--- src/rtl/addsub_pkg.sv ---
// Shared encodings for the sequential add/subtract unit.
package addsub_pkg;

  typedef enum logic [1:0] {
    OP_ADD = 2'b00,
    OP_SUB = 2'b01,
    OP_ADC = 2'b10,
    OP_SBB = 2'b11
  } op_e;

  typedef enum logic [1:0] {
    ST_IDLE = 2'b00,
    ST_BUSY = 2'b01,
    ST_DONE = 2'b10
  } state_e;

  // Carry seeded into slice 0: SUB forms A + ~B + 1, carry ops use cin.
  function automatic logic init_carry(op_e op, logic cin);
    case (op)
      OP_ADD:  return 1'b0;
      OP_SUB:  return 1'b1;
      default: return cin;
    endcase
  endfunction

endpackage

--- src/rtl/addsub_seq_if.sv ---
// Operand/result handshake bundle for addsub_seq.
interface addsub_seq_if
  import addsub_pkg::*;
#(
  parameter int WIDTH = 16
);
  logic             in_valid;
  logic             in_ready;
  logic [WIDTH-1:0] in1;
  logic [WIDTH-1:0] in2;
  op_e              op;
  logic             cin;
  logic             out_valid;
  logic             out_ready;
  logic [WIDTH-1:0] s;
  logic             c;
  logic             v;
  logic             z;
  logic             n;

  modport master (
    output in_valid, in1, in2, op, cin, out_ready,
    input  in_ready, out_valid, s, c, v, z, n
  );

  modport slave (
    input  in_valid, in1, in2, op, cin, out_ready,
    output in_ready, out_valid, s, c, v, z, n
  );
endinterface

--- src/rtl/addsub_slice.sv ---
// Combinational W-bit ripple adder; also exposes the carry into the top bit.
module addsub_slice #(
  parameter int W = 4
) (
  input  logic [W-1:0] a,
  input  logic [W-1:0] b,
  input  logic         ci,
  output logic [W-1:0] sum,
  output logic         co,
  output logic         c_msb_in
);
  logic [W:0] cy;

  assign cy[0] = ci;

  for (genvar i = 0; i < W; i++) begin : g_fa
    assign sum[i]  = a[i] ^ b[i] ^ cy[i];
    assign cy[i+1] = (a[i] & b[i]) | (cy[i] & (a[i] ^ b[i]));
  end

  assign co       = cy[W];
  assign c_msb_in = cy[W-1];
endmodule

--- src/rtl/addsub_seq.sv ---
// Multi-cycle add/subtract: one CHUNK-bit slice per clock through a shared adder.
// Operands shift right each slice so the adder always sees the low CHUNK bits.
module addsub_seq
  import addsub_pkg::*;
#(
  parameter int WIDTH = 16,
  parameter int CHUNK = 4
) (
  input  logic         clk,
  input  logic         rst,
  addsub_seq_if.slave  bus
);
  localparam int NSL = WIDTH / CHUNK;
  localparam int CW  = (NSL > 1) ? $clog2(NSL) : 1;
  localparam logic [CW-1:0] LAST = CW'(NSL - 1);

  state_e           state_q, state_d;
  logic [WIDTH-1:0] a_q, a_d, b_q, b_d, s_q, s_d;
  logic             carry_q, carry_d;
  logic [CW-1:0]    cnt_q, cnt_d;
  logic             c_q, c_d, v_q, v_d, z_q, z_d, n_q, n_d;

  logic [CHUNK-1:0] sl_sum;
  logic             sl_co, sl_cmsb;

  addsub_slice #(.W(CHUNK)) u_slice (
    .a        (a_q[CHUNK-1:0]),
    .b        (b_q[CHUNK-1:0]),
    .ci       (carry_q),
    .sum      (sl_sum),
    .co       (sl_co),
    .c_msb_in (sl_cmsb)
  );

  always_comb begin
    state_d = state_q;
    a_d     = a_q;
    b_d     = b_q;
    s_d     = s_q;
    carry_d = carry_q;
    cnt_d   = cnt_q;
    c_d     = c_q;
    v_d     = v_q;
    z_d     = z_q;
    n_d     = n_q;
    case (state_q)
      ST_IDLE: begin
        if (bus.in_valid) begin
          a_d     = bus.in1;
          b_d     = bus.op[0] ? ~bus.in2 : bus.in2;
          carry_d = init_carry(bus.op, bus.cin);
          cnt_d   = '0;
          z_d     = 1'b1;
          state_d = ST_BUSY;
        end
      end
      ST_BUSY: begin
        a_d     = a_q >> CHUNK;
        b_d     = b_q >> CHUNK;
        // Result fills from the top; after NSL slices slice 0 sits at bit 0.
        s_d     = (s_q >> CHUNK) | (WIDTH'(sl_sum) << (WIDTH - CHUNK));
        carry_d = sl_co;
        z_d     = z_q & ~(|sl_sum);
        cnt_d   = cnt_q + 1'b1;
        if (cnt_q == LAST) begin
          c_d     = sl_co;
          v_d     = sl_co ^ sl_cmsb;
          n_d     = sl_sum[CHUNK-1];
          state_d = ST_DONE;
        end
      end
      ST_DONE: begin
        if (bus.out_ready) state_d = ST_IDLE;
      end
      default: state_d = ST_IDLE;
    endcase
  end

  always_ff @(posedge clk or posedge rst) begin
    if (rst) begin
      state_q <= ST_IDLE;
      a_q     <= '0;
      b_q     <= '0;
      s_q     <= '0;
      carry_q <= 1'b0;
      cnt_q   <= '0;
      c_q     <= 1'b0;
      v_q     <= 1'b0;
      z_q     <= 1'b0;
      n_q     <= 1'b0;
    end else begin
      state_q <= state_d;
      a_q     <= a_d;
      b_q     <= b_d;
      s_q     <= s_d;
      carry_q <= carry_d;
      cnt_q   <= cnt_d;
      c_q     <= c_d;
      v_q     <= v_d;
      z_q     <= z_d;
      n_q     <= n_d;
    end
  end

  assign bus.in_ready  = (state_q == ST_IDLE) & ~rst;
  assign bus.out_valid = (state_q == ST_DONE);
  assign bus.s         = s_q;
  assign bus.c         = c_q;
  assign bus.v         = v_q;
  assign bus.z         = z_q;
  assign bus.n         = n_q;
endmodule

--- src/flat_wrapper.sv ---
// flat-port wrapper written by rule: the top's interface ports become plain ports
module addsub_seq_flat import addsub_pkg::*;
#(
  parameter int WIDTH = 16,
  parameter int CHUNK = 4
)
  (clk, rst, bus_in_valid, bus_in1, bus_in2, bus_op, bus_cin, bus_out_ready, bus_in_ready, bus_out_valid, bus_s, bus_c, bus_v, bus_z, bus_n);
  addsub_seq_if #(.WIDTH(WIDTH)) bus_i ();
  input  logic clk;
  input  logic rst;
  input wire logic [$bits(bus_i.in_valid)-1:0] bus_in_valid;
  input wire logic [$bits(bus_i.in1)-1:0] bus_in1;
  input wire logic [$bits(bus_i.in2)-1:0] bus_in2;
  input wire logic [$bits(bus_i.op)-1:0] bus_op;
  input wire logic [$bits(bus_i.cin)-1:0] bus_cin;
  input wire logic [$bits(bus_i.out_ready)-1:0] bus_out_ready;
  output wire logic [$bits(bus_i.in_ready)-1:0] bus_in_ready;
  output wire logic [$bits(bus_i.out_valid)-1:0] bus_out_valid;
  output wire logic [$bits(bus_i.s)-1:0] bus_s;
  output wire logic [$bits(bus_i.c)-1:0] bus_c;
  output wire logic [$bits(bus_i.v)-1:0] bus_v;
  output wire logic [$bits(bus_i.z)-1:0] bus_z;
  output wire logic [$bits(bus_i.n)-1:0] bus_n;
  assign bus_i.in_valid = bus_in_valid;
  assign bus_i.in1 = bus_in1;
  assign bus_i.in2 = bus_in2;
  assign bus_i.op = bus_op;
  assign bus_i.cin = bus_cin;
  assign bus_i.out_ready = bus_out_ready;
  assign bus_in_ready = bus_i.in_ready;
  assign bus_out_valid = bus_i.out_valid;
  assign bus_s = bus_i.s;
  assign bus_c = bus_i.c;
  assign bus_v = bus_i.v;
  assign bus_z = bus_i.z;
  assign bus_n = bus_i.n;
  addsub_seq #(.WIDTH(WIDTH), .CHUNK(CHUNK)) u_core (.clk(clk), .rst(rst), .bus(bus_i));
endmodule
--- config.mk ---
export PLATFORM = sky130hd
export DESIGN_NAME = addsub_seq_flat
export DESIGN_NICKNAME = d
export VERILOG_FILES = /design/src/rtl/addsub_pkg.sv /design/src/rtl/addsub_seq_if.sv /design/src/rtl/addsub_slice.sv /design/src/rtl/addsub_seq.sv /design/src/flat_wrapper.sv
export SDC_FILE = /design/constraint.sdc
export NUM_CORES = 1
export LEC_CHECK = 0
export CAP_MARGIN = 20
export CORE_MARGIN = 4
export CORE_UTILIZATION = 50
export DETAILED_ROUTE_END_ITERATION = 7
export PLACE_DENSITY_LB_ADDON = 0.12
export SYNTH_ARGS = -nofsm -noshare
export SYNTH_HDL_FRONTEND = slang
export SYNTH_SLANG_ARGS = --single-unit
--- constraint.sdc ---
create_clock -name clk -period 3.5 [get_ports clk]
set_clock_uncertainty 0.05 [all_clocks]
set_input_delay 0.7 -clock clk [delete_from_list [all_inputs] [get_ports clk]]
set_output_delay 0.7 -clock clk [all_outputs]
set_load 0.02 [all_outputs]
==> flow_metrics.tcl <==
set metrics [dict create \
    outcome "completed" \
    synth_area_leaders "dfrtp_1 52%, nand2_1 11%, xnor2_1 5.1%, o21ai_0 4.0%, o221ai_2 3.3%" \
    first_iter_violations 117 \
    syn_nets 320 \
    timing.critical_path.required_ps 3660 \
    critical_path.endpoint "u_core.bus.z$_DFFE_PP0P_" \
    maxCapViolations 0 \
    clock_insertion_delay_worst_skew_ps 340 \
    met3_wirelength_um 378 \
    hpwl_um 4050 \
    pwr_density_cell_nw_per_um2 846 \
    cts_setup_buffers 0 \
    r2r_start "u_core.carry_q$_DFFE_PP0P_" \
    top_routing_layer_in_use "met4" \
    ctsRootBufferMaster "clkbuf_8" \
    placement.cell_area_um2 3370 \
    final_common_cell "nand2_1" \
    postCtsHoldBufs 0 \
    avgRoutedWirePerCell_um 14.8 \
    num-nets-final 380 \
    seq_area_frac_synth 0.524 \
    worst-setup-path-type "flop to flop" \
    worstSetupStartpointType "flop" \
    ff2ff_path_depth 10 \
    ys.warnings.count 0 \
    yosysTopAreaCell "dfrtp_1" \
    async_reset_ff_frac 1.00 \
    power.ir.vdd_worst_mv 0.396 \
    grt_util_all_layers 0.208 \
    syn_to_final_growth_pct 30.9 \
    clk_transition_reported_paths_ps 60 \
    worstPathArrival_ps 2860 \
    maximum_clock_insertion_buffer_count 2 \
    timing.critical_path.to_type "flop" \
    grt_remaining_overflow 0 \
    cts.repair.resized 0 \
    detail_route.vias_per_cell 5.28 \
    global_route_wire_length_before_repair_um 10300 \
    setup_total_negative_slack_ps 0 \
    route.antenna.remaining_nets 0 \
    ys.flop_type "dfrtp_1" \
    worst_hold_path.num_cells 2 \
    synth.area.mux_share 0.00368 \
    drcViolationCount 0 \
    final.fill_count 426 \
    syn_avg_cell_area_um2 9.86 \
    totalWireLength_um 6090 \
    ff2ff_setup_slack_ps 790 \
    number_of_cts_inserted_buffers 9 \
    synth_top_area_frac 0.524 \
    die_h_um 81.8 \
    cts_tree "done" \
    first_element_of_the_critical_path "u_core.carry_q$_DFFE_PP0P_" \
    synth-edff-count 0 \
    die-width_um 81.8 \
    num_antenna_cells 0 \
    ctsHtreeMaxLevel 3 \
    synth_simple_gate_area_frac 0.162 \
    rsz0062_at_grt "false" \
    postSynthRegisterBits 57 \
    post_synth_inst_count 276 \
    core-area_um2 5200 \
    p_leak_nw 1.56 \
    slew_headroom 0.386 \
    drive_gt1_frac 0.0882 \
    hold_violations 0 \
    post-place-cells 395 \
    vias 2164 \
    synth_compound_area_frac 0.171 \
    first_global_vias 2126 \
    globalplace.congestion 0.759 \
    post_synth_fa_ha_maj_area_fraction 0.0340 \
    final_cell_count_no_fill 410 \
    layout_worst_path_cycle_share 0.774 \
    initial_antenna_violation_count 0 \
    port_buffers 60 \
    most_used_cells_in_the_layout_excluding_fill_and_tap_cells "82 x nand2_1, 60 x clkdlybuf4s50_1, 57 x dfrtp_1, 22 x o21ai_0, 16 x xnor2_1" \
    postLayoutCoreUtil 0.684 \
    worst_slew_pin_slew_ps 918 \
    timing.hold.worst.class "flop to flop" \
    hold_slack_ps 420 \
    main_combinational_cell_family_by_area_after_synthesis "compound AO/OA/AOI/OAI gates" \
    drt_pass1_iterations 5 \
    floorplan.initialDensity 0.523 \
    final_max_slew_viol_count 0 \
    io_pins 61 \
    cts.sink_count 57 \
    detailroute.wirelength.met2_um 2930 \
    synth_xor_xnor_area_share 0.0547 \
    die_area_um2 6690 \
    grt_max_degree 36 \
    rr_endpoint "u_core.bus.z$_DFFE_PP0P_" \
    maximum_fanout_encountered_on_the_critical_timing_path 3 \
    finalWorstPathRequiredPeriod_ps 2710 \
    fp-row-count 26 \
    timing.final.setup_violations 0 \
    achievable-frequency_mhz 369 \
    netlist_area_um2 2720 \
    synth.distinct_cells 29 \
    m1WireLength_um 2650 \
    stdcell_area_um2 3560 \
]
-- synth_stat cells (3+ instances only) --
library cell / n
a21oi_1: 11
a22o_1: 4
a22oi_1: 11
buf_2: 8
buf_6: 3
clkbuf_1: 8
dfrtp_1: 57
fa_1: 4
inv_1: 9
nand2_1: 82
nor2b_1: 11
o21ai_0: 22
o21ai_1: 4
o221ai_1: 6
o221ai_2: 6
xnor2_1: 16
-- worst min-delay path by stage --
| stage | slack (ps) | from | endpoint |
|---|---|---|---|
| after global placement | 410 | u_core.bus.s[3]$_DFFE_PP0P_ | u_core.bus.s[3]$_DFFE_PP0P_ |
| after CTS | 430 | u_core.bus.s[3]$_DFFE_PP0P_ | u_core.bus.s[3]$_DFFE_PP0P_ |
| after detailed placement | 410 | u_core.bus.s[3]$_DFFE_PP0P_ | u_core.bus.s[3]$_DFFE_PP0P_ |
| final | 420 | u_core.bus.s[0]$_DFFE_PP0P_ | u_core.bus.s[0]$_DFFE_PP0P_ |
| after global routing | 440 | u_core.bus.s[3]$_DFFE_PP0P_ | u_core.bus.s[3]$_DFFE_PP0P_ |
| after floorplan | 400 | u_core.a_q[0]$_DFFE_PP0P_ | u_core.a_q[0]$_DFFE_PP0P_ |
-- layer usage --
metal,GRT usage,up-vias
met5,0,-
met4,0.0963,0
met3,0.0603,11
met2,0.324,60
met1,0.269,1039
li1,-,1054
-- registers in the layout, summed over array words and instances, names as in the netlist --
register and cells:
u_core.a_q 16, u_core.b_q 16, u_core.bus.v 1, u_core.state_q 2, u_core.bus.z 1, u_core.cnt_q 2
u_core.carry_q 1, u_core.bus.s 16, u_core.bus.n 1, u_core.bus.c 1
-- critical path: stages, from the launching register on --
cell and delay, ps:
dfrtp_1 380, inv_1 90, fa_1 180, inv_1 60, fa_1 450, fa_1 470
inv_1 100, fa_1 420, nor4bb_1 160, o21ai_0 140, a21oi_1 80
-- report_power, final --
group / total, W / leakage [nW] / internal, W / switching [W]
Clock: 0.000610 / 0.102 / 0.000361 / 0.000249
Sequential: 0.00110 / 0.741 / 0.000929 / 0.000172
Combinational: 0.00130 / 0.717 / 0.000561 / 0.000741
Total: 0.00301 / 1.56 / 0.00185 / 0.00116
-- cells by family (layout without fill, tap and decap cells) --
family | count (synthesis) | count (layout)
AO/OA/AOI/OAI | 66 | 66
XOR/XNOR | 17 | 17
adder cells (fa/ha/maj) | 5 | 5
buffers and inverters | 28 | 92
flip-flops | 57 | 57
multiplexers | 1 | 1
AND/OR/NAND/NOR | 102 | 102
-- layout make-up --
class,instances,area (um^2),share of cell area
tap,70,87.6,0.0246
sequential,57,1430,0.401
timing repair buffer,68,661,0.186
inverter,9,33.8,0.00949
clock inverter,3,40.0,0.0112
clock buffer,12,155,0.0436
multi-input combinational,191,1160,0.325
-- stage by stage --
stage	worst slack, ps	power (W)
after global routing	653	0.00325
after global placement	859	0.00238
after CTS	765	0.00304
after floorplan	953	0.00197
final	793	0.00301
after detailed placement	763	0.00242
No activity file was read; power rests on OpenSTA's default activity.
